### src/rtl/mult8_pkg.sv
// Shared types and constants for the split-operand 8x8 multiplier sequencer.
package mult8_pkg;

  localparam int LO_W_DEF = 2;
  localparam int HI_W_DEF = 8 - LO_W_DEF;
  localparam int ACC_W    = 16;

  localparam logic [1:0] MODE_EXACT   = 2'd0;
  localparam logic [1:0] MODE_NO_LL   = 2'd1;
  localparam logic [1:0] MODE_HH_ONLY = 2'd2;

  typedef enum logic [2:0] {
    IDLE,
    HH,
    HL,
    LH,
    LL,
    DONE
  } state_t;

  // Mode 3 behaves as HH-only, so fold it into one encoding at capture time.
  function automatic logic [1:0] norm_mode(input logic [1:0] m);
    return (m == 2'd3) ? MODE_HH_ONLY : m;
  endfunction

endpackage

### src/rtl/mult8_pp_sequencer_pp_mul_hh.sv
// Shared combinational HI_W x HI_W unsigned partial-product multiplier.
module pp_mul_hh
  import mult8_pkg::*;
#(
  parameter int HI_W = HI_W_DEF
) (
  input  logic [HI_W-1:0]   x,
  input  logic [HI_W-1:0]   y,
  output logic [2*HI_W-1:0] prod
);

  localparam int PW = 2 * HI_W;

  assign prod = PW'(x) * PW'(y);

endmodule

### src/rtl/mult8_pp_sequencer.sv
// Time-multiplexed 8x8 multiplier controller with per-transaction approximation modes.
// Optional performance counters are enabled by defining PERF_CNT_EN.
module mult8_pp_sequencer
  import mult8_pkg::*;
#(
  parameter int LO_W = LO_W_DEF
) (
  input  logic             clk,
  input  logic             rst_n,
  input  logic             in_valid,
  output logic             in_ready,
  input  logic [7:0]       a,
  input  logic [7:0]       b,
  input  logic [1:0]       mode,
  output logic             out_valid,
  input  logic             out_ready,
  output logic [ACC_W-1:0] p,
`ifdef PERF_CNT_EN
  output logic [15:0]      ops_done,
  output logic [15:0]      stall_cycles,
`endif
  output logic             busy
);

  localparam int HI_W = 8 - LO_W;
  localparam int PW   = 2 * HI_W;

  state_t           state_q, state_d;
  logic [7:0]       a_q, a_d;
  logic [7:0]       b_q, b_d;
  logic [1:0]       mode_q, mode_d;
  logic [ACC_W-1:0] acc_q, acc_d;
  logic [ACC_W-1:0] p_q, p_d;

  logic [HI_W-1:0]  ah, bh, al_ext, bl_ext;
  logic [HI_W-1:0]  op_x, op_y;
  logic [PW-1:0]    prod;
  logic [ACC_W-1:0] prod_ext;
  logic [ACC_W-1:0] term;

  assign ah     = a_q[7:LO_W];
  assign bh     = b_q[7:LO_W];
  assign al_ext = HI_W'(a_q[LO_W-1:0]);
  assign bl_ext = HI_W'(b_q[LO_W-1:0]);

  pp_mul_hh #(.HI_W(HI_W)) u_mul (
    .x    (op_x),
    .y    (op_y),
    .prod (prod)
  );

  assign prod_ext = ACC_W'(prod);

  // Operand selection and alignment of the current term into accumulator weight.
  always_comb begin
    op_x = ah;
    op_y = bh;
    term = '0;
    case (state_q)
      HH: begin
        op_x = ah;
        op_y = bh;
        term = prod_ext << (2 * LO_W);
      end
      HL: begin
        op_x = ah;
        op_y = bl_ext;
        term = prod_ext << LO_W;
      end
      LH: begin
        op_x = al_ext;
        op_y = bh;
        term = prod_ext << LO_W;
      end
      LL: begin
        op_x = al_ext;
        op_y = bl_ext;
        term = prod_ext;
      end
      default: term = '0;
    endcase
  end

  always_comb begin
    state_d = state_q;
    a_d     = a_q;
    b_d     = b_q;
    mode_d  = mode_q;
    acc_d   = acc_q;
    p_d     = p_q;
    case (state_q)
      IDLE: begin
        if (in_valid) begin
          a_d     = a;
          b_d     = b;
          mode_d  = norm_mode(mode);
          acc_d   = '0;
          state_d = HH;
        end
      end
      HH: begin
        acc_d   = acc_q + term;
        state_d = (mode_q == MODE_HH_ONLY) ? DONE : HL;
      end
      HL: begin
        acc_d   = acc_q + term;
        state_d = LH;
      end
      LH: begin
        acc_d   = acc_q + term;
        state_d = (mode_q == MODE_EXACT) ? LL : DONE;
      end
      LL: begin
        acc_d   = acc_q + term;
        state_d = DONE;
      end
      DONE: begin
        if (out_ready) state_d = IDLE;
      end
      default: state_d = IDLE;
    endcase
    // Result register captures the final sum on the way into DONE.
    if (state_d == DONE && state_q != DONE) p_d = acc_d;
  end

  always_ff @(posedge clk or negedge rst_n) begin
    if (!rst_n) begin
      state_q <= IDLE;
      a_q     <= '0;
      b_q     <= '0;
      mode_q  <= MODE_EXACT;
      acc_q   <= '0;
      p_q     <= '0;
    end else begin
      state_q <= state_d;
      a_q     <= a_d;
      b_q     <= b_d;
      mode_q  <= mode_d;
      acc_q   <= acc_d;
      p_q     <= p_d;
    end
  end

  assign in_ready  = (state_q == IDLE);
  assign out_valid = (state_q == DONE);
  assign busy      = (state_q != IDLE);
  assign p         = p_q;

`ifdef PERF_CNT_EN
  logic [15:0] ops_q, ops_d;
  logic [15:0] stall_q, stall_d;

  always_comb begin
    ops_d   = ops_q;
    stall_d = stall_q;
    if (out_valid && out_ready && ops_q != 16'hFFFF) ops_d = ops_q + 16'd1;
    if (out_valid && !out_ready && stall_q != 16'hFFFF) stall_d = stall_q + 16'd1;
  end

  always_ff @(posedge clk or negedge rst_n) begin
    if (!rst_n) begin
      ops_q   <= '0;
      stall_q <= '0;
    end else begin
      ops_q   <= ops_d;
      stall_q <= stall_d;
    end
  end

  assign ops_done     = ops_q;
  assign stall_cycles = stall_q;
`endif

endmodule
### config.mk
export PLATFORM = sky130hd
export DESIGN_NAME = mult8_pp_sequencer
export DESIGN_NICKNAME = d
export VERILOG_FILES = /design/src/rtl/mult8_pkg.sv /design/src/rtl/mult8_pp_sequencer_pp_mul_hh.sv /design/src/rtl/mult8_pp_sequencer.sv
export SDC_FILE = /design/constraint.sdc
export NUM_CORES = 1
export LEC_CHECK = 0
export CORE_ASPECT_RATIO = 0.5
export CORE_UTILIZATION = 45
export DETAILED_ROUTE_END_ITERATION = 6
export PLACE_DENSITY = 0.75
export RECOVER_POWER = 50
export REMOVE_ABC_BUFFERS = 1
export SYNTH_ARGS = -nofsm -noshare
export SYNTH_HDL_FRONTEND = slang
export SYNTH_SLANG_ARGS = --single-unit
### constraint.sdc
create_clock -name clk -period 8.11 [get_ports clk]
set_input_delay 1.622 -clock clk [delete_from_list [all_inputs] [get_ports clk]]
set_output_delay 1.622 -clock clk [all_outputs]
set_load 0.02 [all_outputs]
==> run summary, run 1 <==
The run finished, with violations left. The final reports fail on capacitance limit, slew limit. The share of synthesized cell area in and, or, nand and nor gates is 0.162, and the half-perimeter wire length of the detailed placement result is 7330 um.

The area fraction in compound gates after synthesis is 0.193, and the mux contribution to synthesized area is 0.0949. The min-delay analysis places its worst path in the category reg -> reg. The total detailed-routing wirelength was 9670 um; the hold violation total from the final report was 0. Clock tree synthesis selected as its root buffer the cell clkbuf_16.

Max-cap violations in this run came to 2. The run gives 300 ps as the clock insertion delay at the later pin of the skew report. The overall die area was 10200 um2; the sequential area share after synthesis was 0.301. The run gives 630 as the number of placed instances, taps included. In this run the horizontal extent of the chip is 142 um. The pin slew with the least headroom to its limit was 2960 ps. The placeable core area is 9480 um2, and the number of cells on the worst reg-to-reg path is 25.

Required time of the critical path: 8300 ps. Data arrives at the worst endpoint at 7540 ps. During I/O placement, the number of pins put on the boundary was 41. The utilization after layout came out at 0.534. The average size of a mapped cell is 9.45 um2. Share of synthesized registers carrying an async set or reset: 1.00.

Synthesis produced a netlist whose cell count is 466. Buffers inserted to repair hold after CTS numbered 0. The share of the synthesized netlist area taken by xor and xnor gates was 0.0199. The H-tree was split into 2 levels. For the post-CTS setup-driven buffer insertion count, the log shows 0. The weighted congestion at the end of routability-driven global placement is 0.872, and the count of TritonRoute iterations in the first routing pass is 5. The number of max-slew violations in the final report is 70. Counting every sink on the clock net gives 53. Predominant post-synthesis flop cell: dfrtp_1. Subtracting the final worst setup slack from the clock period gives 7350 ps.

Number of antenna violations at the first check in global routing: 0. In this design, the stage delay of the slowest critical-path cell is 800 ps. The tools report the maximum number of pins on one net before global-route repair as 54. The dominant combinational cell family by area after synthesis was compound AO/OA/AOI/OAI gates. The number of gates resized after CTS was 0. The number of enable flip-flop cells after synthesis is 0. The tools report the post-route DRC violation count as 0. Summing every instance area after synthesis gives 4400 um2.

The initialized floorplan defines 25 standard-cell rows. For this block, the via count after detailed routing is 3555. Excluding fillers, the count of instances in the completed layout stands at 638.

At the end of the flow, the number of nets in the layout was 577. The area growth from synthesis to layout is 14.9%. The run gives 3391 as the number of global-route vias before repair.

The kind of capture point of the worst setup path was a flip-flop. TritonCTS built the clock tree. The hold path depth is 1.

The slowest stage of the critical path belongs to the cell nor2_1. Startpoint kind of the worst setup timing path: a flip-flop. The multi-input combinational cells in the finished layout cover a total of 2860 um2.

After detailed routing, the average wire length per cell comes to 15.2 um. For the final database, setup skew stands at 11.8 ps. From bottom edge to top edge, the die measures 72.0 um. The sequential cells in the finished layout cover a total of 1330 um2. The adder-cell share of the synthesized area is 0.181, and the routed via count divided by cell count is 5.57. Setup repair after global routing left no endpoint under its margin. The logs give 5 for the number of buffers added by the clock tree synthesis step and 0 for the remaining antenna violation count after routing. For this run, the top clock speed supported by timing is 136 MHz. The total overflow left after global routing is 0.

After the first detailed-routing iteration, the DRC count stood at 269. Synthesis inferred 53 register bits. The share of cells above drive strength 1 is 0.0855.

No sink is reached through more buffers than the 2 on the longest clock path. The run gives -0.972 as the normalized max-slew margin. The critical path start-end classification is reg -> reg. The maximum fanout along the worst path came out at 18. The number of antenna diodes in the final layout is 0. The post-synthesis cell type count came out at 64. Across all register-to-register paths, the minimum setup slack is 760 ps.

Count of fill cells added during filler insertion: 841. Setup violations remaining at the end of the flow were counted as 0. During synthesis, Yosys emitted a total of 0 warnings. The first global-routing pass estimated 16400 um of wire. The share of the clock period used by the worst path after layout is 0.906. The effective utilization at floorplan is 0.465, and the register clock-pin slew on the reported worst setup and hold paths is 80 ps.

Setup total negative slack on the finished layout was measured at 0 ps. The global-route usage over all layers was 0.204. Port buffering added 40 buffers.
[sequential cells by signal (all words and copies together), names as in the netlist]
register,flops
b_q,8
p,16
acc_q,16
mode_q,2
a_q,8
state_q,3
[cell usage in the layout, fill, tap and decap left out, types with 5 or more instances in the layout]
cell type and n:
o21ai_1 9, a21oi_1 20, nor2_1 31, a21o_1 7
dlygate4sd3_1 6, mux2_2 16, nand2_1 33, clkbuf_16 5
o21a_1 10, a22oi_1 8, ha_1 35, mux2i_1 8
a31oi_1 5, o21ai_0 17, xnor2_1 6, nand3_1 14
o22ai_1 6, dfrtp_1 53, and3_1 11, and2_1 9
nor3_1 7, fa_1 18, clkdlybuf4s50_1 33, a22o_1 7
nor2b_1 15, mux2_1 14, inv_1 36
[Yosys cell counts (all sizes together) (4+ instances only)]
| cell type | count | share of area |
|---|---|---|
| fa | 18 | 0.082 |
| dfrtp | 53 | 0.30 |
| a31oi | 5 | 0.0071 |
| nand3 | 15 | 0.018 |
| xnor2 | 6 | 0.012 |
| mux2 | 30 | 0.077 |
| nor2b | 15 | 0.021 |
| buf | 9 | 0.011 |
| a211oi | 6 | 0.012 |
| and3 | 11 | 0.016 |
| a21o | 8 | 0.014 |
| xor2 | 4 | 0.0080 |
| nor3 | 7 | 0.0080 |
| o21a | 10 | 0.017 |
| a32oi | 4 | 0.0097 |
| nand2 | 34 | 0.030 |
| nor2 | 32 | 0.028 |
| a22oi | 8 | 0.014 |
| ha | 35 | 0.099 |
| o211ai | 4 | 0.0080 |
| o22ai | 6 | 0.0085 |
| a22o | 7 | 0.014 |
| and2 | 9 | 0.013 |
| mux2i | 8 | 0.018 |
| a21oi | 22 | 0.027 |
| o21ai | 27 | 0.033 |
| inv | 39 | 0.034 |
[worst max-delay path: cells and delay by family (launching register included)]
kind            cells  cell delay, ps
simple gates        8            1960
mux                 2             440
buf+inv             4             440
compound gates      6            1550
fa+ha+maj           5            2170
flops               1             670
[path summary, 6_finish.rpt]
path                            start         to
setup / recovery           state_q[1]      p[13]
hold / removal                  p[10]      p[10]
setup reg to reg           state_q[1]      p[13]
hold reg to reg                 p[10]      p[10]
max in group asynchronous       rst_n  acc_q[10]
min in group asynchronous       rst_n     b_q[4]
[metrics by stage]
| stage | area, um2 | worst slack (ps) | hold slack (ps) |
|---|---|---|---|
| 2_1_floorplan | 4350 | 1660 | 456 |
| 3_3_place_gp | 4920 | 1130 | 469 |
| 3_5_place_dp | 4920 | 887 | 475 |
| 4_1_cts | 5070 | 865 | 495 |
| 5_1_grt | 5060 | 147 | 509 |
| 6_report | 5060 | 764 | 487 |
[logic make-up after synthesis]
logic type	after synthesis
compound gates	121
xor+xnor	10
mux	38
simple gates	139
flops	53
fa+ha+maj	53
buf+inv	52
[metal layers]
layer | part of all wire | GRT usage | vias to the layer above
met4 | 0.0085 | 0.0335 | 0
met3 | 0.046 | 0.0403 | 11
met2 | 0.46 | 0.339 | 82
met1 | 0.49 | 0.283 | 1709
met5 | 0 | 0 | -
li1 | - | - | 1753
[final cells by class]
cell class	count	area share
multi-input combinational	361	0.565
sequential	53	0.262
timing repair buffer	41	0.0789
tap	135	0.0334
inverter	40	0.0302
clock buffer	5	0.0247
clock inverter	3	0.00569
Power of run 1 is not shown: default switching activity piles up to over one toggle a cycle in this logic, so the estimate is an artifact.
==> inputs of run 2 (changes only) <==
CAP_MARGIN = 20   (was unset)
SKIP_LAST_GASP = 1   (was unset)
==> results of run 2 <==
No change in the layout: final DEF, timing and power equal those of run 1.
Power of run 2 is left out for the same reason.
